==> src/rtl/cpu_cache_pkg.sv <==
// Geometry, FSM state type and address-split helpers shared by the
// cache controller and its interface.
package cpu_cache_pkg;

  localparam int unsigned TAG_W    = 20;
  localparam int unsigned INDEX_W  = 8;
  localparam int unsigned OFFSET_W = 4;
  localparam int unsigned WORDS    = 4;

  typedef enum logic [2:0] {IDLE, COMPARE, WB, FILL, DONE} cc_state_t;

  function automatic logic [TAG_W-1:0] addr_tag(input logic [31:0] a);
    return a[31:12];
  endfunction

  function automatic logic [INDEX_W-1:0] addr_index(input logic [31:0] a);
    return a[11:4];
  endfunction

  function automatic logic [1:0] addr_word(input logic [31:0] a);
    return a[3:2];
  endfunction

  function automatic logic [31:0] line_addr(input logic [TAG_W-1:0] tag,
                                            input logic [INDEX_W-1:0] index,
                                            input logic [1:0] word);
    return {tag, index, word, 2'b00};
  endfunction

endpackage

==> src/rtl/cpu_cache_ctrl_if.sv <==
// CPU, cache-array and main-memory signals of the cache controller.
// The slave modport is the controller's view; master is the environment's.
interface cpu_cache_ctrl_if;
  import cpu_cache_pkg::*;

  logic                cpu_rd;
  logic                cpu_wr;
  logic [31:0]         cpu_addr;
  logic [31:0]         cpu_wdata;
  logic                cpu_ready;
  logic                cpu_done;
  logic [31:0]         cpu_rdata;

  logic                c_enable;
  logic                c_comp;
  logic                c_write;
  logic                c_valid_in;
  logic [INDEX_W-1:0]  c_index;
  logic [OFFSET_W-1:0] c_offset;
  logic [TAG_W-1:0]    c_tag_in;
  logic [31:0]         c_data_in;
  logic                c_hit;
  logic                c_valid;
  logic                c_dirty;
  logic [TAG_W-1:0]    c_tag_out;
  logic [31:0]         c_data_out;

  logic                mem_req;
  logic                mem_we;
  logic [31:0]         mem_addr;
  logic [31:0]         mem_wdata;
  logic                mem_ack;
  logic [31:0]         mem_rdata;

  modport slave (
    input  cpu_rd, cpu_wr, cpu_addr, cpu_wdata,
    output cpu_ready, cpu_done, cpu_rdata,
    output c_enable, c_comp, c_write, c_valid_in, c_index, c_offset,
    output c_tag_in, c_data_in,
    input  c_hit, c_valid, c_dirty, c_tag_out, c_data_out,
    output mem_req, mem_we, mem_addr, mem_wdata,
    input  mem_ack, mem_rdata
  );

  modport master (
    output cpu_rd, cpu_wr, cpu_addr, cpu_wdata,
    input  cpu_ready, cpu_done, cpu_rdata,
    input  c_enable, c_comp, c_write, c_valid_in, c_index, c_offset,
    input  c_tag_in, c_data_in,
    output c_hit, c_valid, c_dirty, c_tag_out, c_data_out,
    input  mem_req, mem_we, mem_addr, mem_wdata,
    output mem_ack, mem_rdata
  );

endinterface

==> src/rtl/cpu_cache_ctrl.sv <==
// Write-back, write-allocate controller for a direct-mapped 256x4-word
// data cache: hit compare, dirty victim write-back, line refill.
module cpu_cache_ctrl
  import cpu_cache_pkg::*;
(
  input logic             clk,
  input logic             rst,
  cpu_cache_ctrl_if.slave bus
);

  cc_state_t          state, state_n;
  logic [1:0]         cnt;
  logic [TAG_W-1:0]   lat_tag;
  logic [TAG_W-1:0]   victim_tag;
  logic [INDEX_W-1:0] lat_index;
  logic [1:0]         lat_word;
  logic [31:0]        lat_wdata;
  logic               lat_wr;
  logic [31:0]        rdata;
  logic               accept;
  logic               hit;
  logic               last_ack;

  assign accept   = (state == IDLE) && (bus.cpu_rd || bus.cpu_wr);
  assign hit      = bus.c_hit && bus.c_valid;
  assign last_ack = bus.mem_ack && (cnt == 2'(WORDS - 1));

  assign bus.cpu_rdata = rdata;

  always_ff @(posedge clk or posedge rst) begin
    if (rst) state <= IDLE;
    else     state <= state_n;
  end

  always_ff @(posedge clk or posedge rst) begin
    if (rst) begin
      cnt        <= '0;
      lat_tag    <= '0;
      victim_tag <= '0;
      lat_index  <= '0;
      lat_word   <= '0;
      lat_wdata  <= '0;
      lat_wr     <= 1'b0;
      rdata      <= '0;
    end else begin
      if (accept) begin
        lat_tag   <= addr_tag(bus.cpu_addr);
        lat_index <= addr_index(bus.cpu_addr);
        lat_word  <= addr_word(bus.cpu_addr);
        lat_wdata <= bus.cpu_wdata;
        lat_wr    <= bus.cpu_wr;
      end
      case (state)
        COMPARE: begin
          if (hit) begin
            if (!lat_wr) rdata <= bus.c_data_out;
          end else begin
            cnt <= '0;
            if (bus.c_valid && bus.c_dirty) victim_tag <= bus.c_tag_out;
          end
        end
        WB, FILL: begin
          // Explicit clear on the last word so the counter never wraps on its own.
          if (bus.mem_ack) cnt <= last_ack ? 2'd0 : cnt + 2'd1;
        end
        default: ;
      endcase
    end
  end

  always_comb begin
    state_n        = state;
    bus.cpu_ready  = 1'b0;
    bus.cpu_done   = 1'b0;
    bus.c_enable   = 1'b0;
    bus.c_comp     = 1'b0;
    bus.c_write    = 1'b0;
    bus.c_valid_in = 1'b0;
    bus.c_index    = '0;
    bus.c_offset   = '0;
    bus.c_tag_in   = '0;
    bus.c_data_in  = '0;
    bus.mem_req    = 1'b0;
    bus.mem_we     = 1'b0;
    bus.mem_addr   = '0;
    bus.mem_wdata  = '0;

    case (state)
      IDLE: begin
        bus.cpu_ready = 1'b1;
        if (bus.cpu_rd || bus.cpu_wr) state_n = COMPARE;
      end
      COMPARE: begin
        bus.c_enable  = 1'b1;
        bus.c_comp    = 1'b1;
        bus.c_write   = lat_wr;
        bus.c_index   = lat_index;
        bus.c_offset  = {lat_word, 2'b00};
        bus.c_tag_in  = lat_tag;
        bus.c_data_in = lat_wdata;
        if (hit)                              state_n = DONE;
        else if (bus.c_valid && bus.c_dirty)  state_n = WB;
        else                                  state_n = FILL;
      end
      WB: begin
        bus.c_enable  = 1'b1;
        bus.c_index   = lat_index;
        bus.c_offset  = {cnt, 2'b00};
        bus.mem_req   = 1'b1;
        bus.mem_we    = 1'b1;
        bus.mem_addr  = line_addr(victim_tag, lat_index, cnt);
        bus.mem_wdata = bus.c_data_out;
        if (last_ack) state_n = FILL;
      end
      FILL: begin
        bus.c_enable   = 1'b1;
        bus.c_write    = bus.mem_ack;
        bus.c_valid_in = 1'b1;
        bus.c_index    = lat_index;
        bus.c_offset   = {cnt, 2'b00};
        bus.c_tag_in   = lat_tag;
        bus.c_data_in  = bus.mem_rdata;
        bus.mem_req    = 1'b1;
        bus.mem_addr   = line_addr(lat_tag, lat_index, cnt);
        if (last_ack) state_n = COMPARE;
      end
      DONE: begin
        bus.cpu_done = 1'b1;
        bus.c_index  = lat_index;
        state_n      = IDLE;
      end
      default: state_n = IDLE;
    endcase
  end

endmodule

==> src/flat_wrapper.sv <==
// flat-port wrapper written by rule: the top's interface ports become plain ports
module cpu_cache_ctrl_flat import cpu_cache_pkg::*;
  (clk, rst, bus_cpu_rd, bus_cpu_wr, bus_cpu_addr, bus_cpu_wdata, bus_cpu_ready, bus_cpu_done, bus_cpu_rdata, bus_c_enable, bus_c_comp, bus_c_write, bus_c_valid_in, bus_c_index, bus_c_offset, bus_c_tag_in, bus_c_data_in, bus_c_hit, bus_c_valid, bus_c_dirty, bus_c_tag_out, bus_c_data_out, bus_mem_req, bus_mem_we, bus_mem_addr, bus_mem_wdata, bus_mem_ack, bus_mem_rdata);
  cpu_cache_ctrl_if bus_i ();
  input logic clk;
  input logic rst;
  input wire logic [$bits(bus_i.cpu_rd)-1:0] bus_cpu_rd;
  input wire logic [$bits(bus_i.cpu_wr)-1:0] bus_cpu_wr;
  input wire logic [$bits(bus_i.cpu_addr)-1:0] bus_cpu_addr;
  input wire logic [$bits(bus_i.cpu_wdata)-1:0] bus_cpu_wdata;
  output wire logic [$bits(bus_i.cpu_ready)-1:0] bus_cpu_ready;
  output wire logic [$bits(bus_i.cpu_done)-1:0] bus_cpu_done;
  output wire logic [$bits(bus_i.cpu_rdata)-1:0] bus_cpu_rdata;
  output wire logic [$bits(bus_i.c_enable)-1:0] bus_c_enable;
  output wire logic [$bits(bus_i.c_comp)-1:0] bus_c_comp;
  output wire logic [$bits(bus_i.c_write)-1:0] bus_c_write;
  output wire logic [$bits(bus_i.c_valid_in)-1:0] bus_c_valid_in;
  output wire logic [$bits(bus_i.c_index)-1:0] bus_c_index;
  output wire logic [$bits(bus_i.c_offset)-1:0] bus_c_offset;
  output wire logic [$bits(bus_i.c_tag_in)-1:0] bus_c_tag_in;
  output wire logic [$bits(bus_i.c_data_in)-1:0] bus_c_data_in;
  input wire logic [$bits(bus_i.c_hit)-1:0] bus_c_hit;
  input wire logic [$bits(bus_i.c_valid)-1:0] bus_c_valid;
  input wire logic [$bits(bus_i.c_dirty)-1:0] bus_c_dirty;
  input wire logic [$bits(bus_i.c_tag_out)-1:0] bus_c_tag_out;
  input wire logic [$bits(bus_i.c_data_out)-1:0] bus_c_data_out;
  output wire logic [$bits(bus_i.mem_req)-1:0] bus_mem_req;
  output wire logic [$bits(bus_i.mem_we)-1:0] bus_mem_we;
  output wire logic [$bits(bus_i.mem_addr)-1:0] bus_mem_addr;
  output wire logic [$bits(bus_i.mem_wdata)-1:0] bus_mem_wdata;
  input wire logic [$bits(bus_i.mem_ack)-1:0] bus_mem_ack;
  input wire logic [$bits(bus_i.mem_rdata)-1:0] bus_mem_rdata;
  assign bus_i.cpu_rd = bus_cpu_rd;
  assign bus_i.cpu_wr = bus_cpu_wr;
  assign bus_i.cpu_addr = bus_cpu_addr;
  assign bus_i.cpu_wdata = bus_cpu_wdata;
  assign bus_cpu_ready = bus_i.cpu_ready;
  assign bus_cpu_done = bus_i.cpu_done;
  assign bus_cpu_rdata = bus_i.cpu_rdata;
  assign bus_c_enable = bus_i.c_enable;
  assign bus_c_comp = bus_i.c_comp;
  assign bus_c_write = bus_i.c_write;
  assign bus_c_valid_in = bus_i.c_valid_in;
  assign bus_c_index = bus_i.c_index;
  assign bus_c_offset = bus_i.c_offset;
  assign bus_c_tag_in = bus_i.c_tag_in;
  assign bus_c_data_in = bus_i.c_data_in;
  assign bus_i.c_hit = bus_c_hit;
  assign bus_i.c_valid = bus_c_valid;
  assign bus_i.c_dirty = bus_c_dirty;
  assign bus_i.c_tag_out = bus_c_tag_out;
  assign bus_i.c_data_out = bus_c_data_out;
  assign bus_mem_req = bus_i.mem_req;
  assign bus_mem_we = bus_i.mem_we;
  assign bus_mem_addr = bus_i.mem_addr;
  assign bus_mem_wdata = bus_i.mem_wdata;
  assign bus_i.mem_ack = bus_mem_ack;
  assign bus_i.mem_rdata = bus_mem_rdata;
  cpu_cache_ctrl u_core (.clk(clk), .rst(rst), .bus(bus_i));
endmodule
==> config.mk <==
export PLATFORM = sky130hd
export DESIGN_NAME = cpu_cache_ctrl_flat
export DESIGN_NICKNAME = d
export VERILOG_FILES = /design/src/rtl/cpu_cache_pkg.sv /design/src/rtl/cpu_cache_ctrl_if.sv /design/src/rtl/cpu_cache_ctrl.sv /design/src/flat_wrapper.sv
export SDC_FILE = /design/constraint.sdc
export NUM_CORES = 1
export LEC_CHECK = 0
export ABC_CLOCK_PERIOD_IN_PS = 6400
export CAP_MARGIN = 20
export CORE_AREA = 2 2 125 127
export DETAILED_ROUTE_END_ITERATION = 8
export DIE_AREA = 0 0 127 129
export HOLD_SLACK_MARGIN = 0.15
export PLACE_DENSITY = 0.81
export SYNTH_ARGS = -nofsm -noshare
export SYNTH_HDL_FRONTEND = slang
export SYNTH_SLANG_ARGS = --single-unit
==> constraint.sdc <==
create_clock -name clk -period 6.4 [get_ports clk]
set_input_delay 1.28 -clock clk [delete_from_list [all_inputs] [get_ports clk]]
set_output_delay 1.28 -clock clk [all_outputs]
set_load 0.1 [all_outputs]
==> results.cfg <==
[critical_path]
slowest_stage = clkdlybuf4s50_1
worstPathRequired_ns = 5.12
worst-path-max-fanout = 34
setup.worst_path.end_class = output pin
arrival_ns = 3.63
critPathKind = reg2out
startpoint_type = flop
cpPeakStageDelay_ns = 1.15
path_cells = nand2b_2 > inv_2 > and2_1 > buf_4 > a22o_1 > clkdlybuf4s50_1

[grt]
grt_pass1_wl_mm = 26.3
overflow = 0
grt_pass1_vias = 4940
antenna_found_initial = 1
grt_max_degree = 63
grt_use_total = 0.208

[sta]
final-setup-viol-count = 0
report.final.slew_viol_count = 0
post-route-min-period_ns = 4.91
rsz0062_at_grt = false
finalSetupTns_ns = 0
worst_slack_ns = 1.49
finalCritPeriodShare = 0.767
relSlewSlack = 0.281
hold_viol_final = 0
fmax_mhz = 204
worstMarginPinSlew_ns = 1.08
clock_skew_ns = 0.00509

[logic_synthesis]
yosys_register_bits = 120
synth_area_leader_cell = dfrtp_1
synth.avg_cell_area_um2 = 12.8
netlist_instances = 457
ys.flop_type = dfrtp_1
synth_warnings = 0
synth_edf_count = 0
syn_area_um2 = 5830
synth_most_common_cell = dfrtp_1
ys_seq_area_frac = 0.515
synth_top_area_frac = 0.515
ys_async_sr_fraction = 1.00
synth_area_leaders = dfrtp_1, mux2_2, mux2_1
synthTopCellsByCount = dfrtp_1, and2_1, mux2_2
ys_types = 33

[worst_hold_path]
hold_path.class = reg2reg

[layout]
finish.net_count = 923
final_util = 0.640
syn_to_final_growth_pct = 64.4
drive_above_1_share = 0.130
postLayoutCellArea_um2 = 9590

[die]
fp.dieW_um = 127
ioPinCount = 324
initial_core_util = 0.389
fp-row-count = 45
die_h_um = 129
coreArea_um2 = 15000
dieArea_um2 = 16400

[clock_network]
max-clock-path-buffers = 2
cts_tree = yes
clock_latency_ns = 0.40
numCtsBuffers = 17
cts_resized = 0
post_cts_buffers = 0
cts_sinks = 120
clkTransAtPathRegs_ns = 0.05
htreeDepth = 4
ctsHoldBuffers = 0
root_buffer = clkbuf_16

[outcome]
status = completed

[routing]
antenna_left = 0
firstDrtPassIters = 4
drt_drc_violations_left = 0
viasPerCell = 4.92
wirelength_mm = 17.4
drt_iter0_drc = 136
via_count = 4752
detail_route.wl_per_cell_um = 18.1

[place]
port_buffers = 317
placement.cell_area_um2 = 9050
post-place-ws_ns = 1.89
dpl.hpwl_mm = 13.1
gp_congestion = 0.793

[run]
drv_cap = 0
[worst paths after layout]
path / from / end / slack, ns / cells after the start
min in group asynchronous: rst / u_core.bus.cpu_rdata[11]$_DFFE_PP0P_ / 1.36 / 2
worst min-delay path: u_core.bus.cpu_rdata[0]$_DFFE_PP0P_ / u_core.bus.cpu_rdata[0]$_DFFE_PP0P_ / 0.48 / 1
worst max-delay path: u_core.state[2]$_DFFE_PP0P_ / bus_c_data_in[25] / 1.49 / 6
worst min register to register: u_core.bus.cpu_rdata[0]$_DFFE_PP0P_ / u_core.bus.cpu_rdata[0]$_DFFE_PP0P_ / 0.48 / 1
max in group asynchronous: rst / u_core.bus.cpu_rdata[13]$_DFFE_PP0P_ / 3.77 / 3
worst max register to register: u_core.state[0]$_DFFE_PP0P_ / u_core.victim_tag[16]$_DFFE_PP0P_ / 3.41 / 5
[per-layer routing]
layer,global-route usage,routed length [um],vias to the layer above
li1,-,-,2201
met1,0.224,6490,2305
met2,0.387,9350,213
met3,0.0578,1180,33
met4,0.0827,422,0
met5,0,0,-
[critical path: cells and delay by family (launching register included)]
kind | cells | cell delay [ns]
AND/OR/NAND/NOR | 2 | 0.67
buffers and inverters | 3 | 1.82
AO/OA/AOI/OAI | 1 | 0.19
flip-flops | 1 | 0.52
[cell type report]
type	instances	area [um2]
fill	1164	5390
timing repair buffer	325	3230
sequential	120	3000
multi-input combinational	297	2550
clock buffer	20	457
tap	188	235
clock inverter	9	78.8
inverter	5	21.3
antenna	1	2.50
[through the flow]
stage / std cells / hold slack [ns]
after global routing: 965 / 0.502
after CTS: 964 / 0.485
after detailed placement: 935 / 0.474
after global placement: 935 / 0.467
after floorplan: 460 / 0.459
final: 965 / 0.482
[cell usage in the layout (no fill, tap or decap), types with 3 or more instances in the layout]
cell and n:
dfrtp_1 120, nor3_1 3, conb_1 4, a22o_1 35, inv_1 3, clkbuf_16 17
mux2_1 56, clkdlybuf4s50_1 317, clkinv_2 5, nor2_1 25, and2_1 71, mux2_2 58
mux2i_1 20, buf_4 8, nand2_1 4
[sequential cells by signal, summed over array words and instances, names as in the netlist]
name / flops
u_core.victim_tag: 20
u_core.lat_tag: 20
u_core.bus.cpu_rdata: 32
u_core.lat_index: 8
u_core.lat_wdata: 32
u_core.cnt: 2
u_core.state: 3
u_core.lat_wr: 1
u_core.lat_word: 2
[cells by family (layout without fill, tap and decap cells)]
group,after synthesis,count (layout),share of synthesized area
multiplexers,134,134,0.254
AO/OA/AOI/OAI,45,45,0.0644
adder cells (fa/ha/maj),1,1,0.00215
other,1,5,0.000643
AND/OR/NAND/NOR,112,112,0.112
XOR/XNOR,1,1,0.00150
flip-flops,120,120,0.515
buffers and inverters,43,359,0.0502
Power is left out: the tool's default activity adds up to more than one toggle a clock period on the data nets, which glitch-free logic cannot reach.
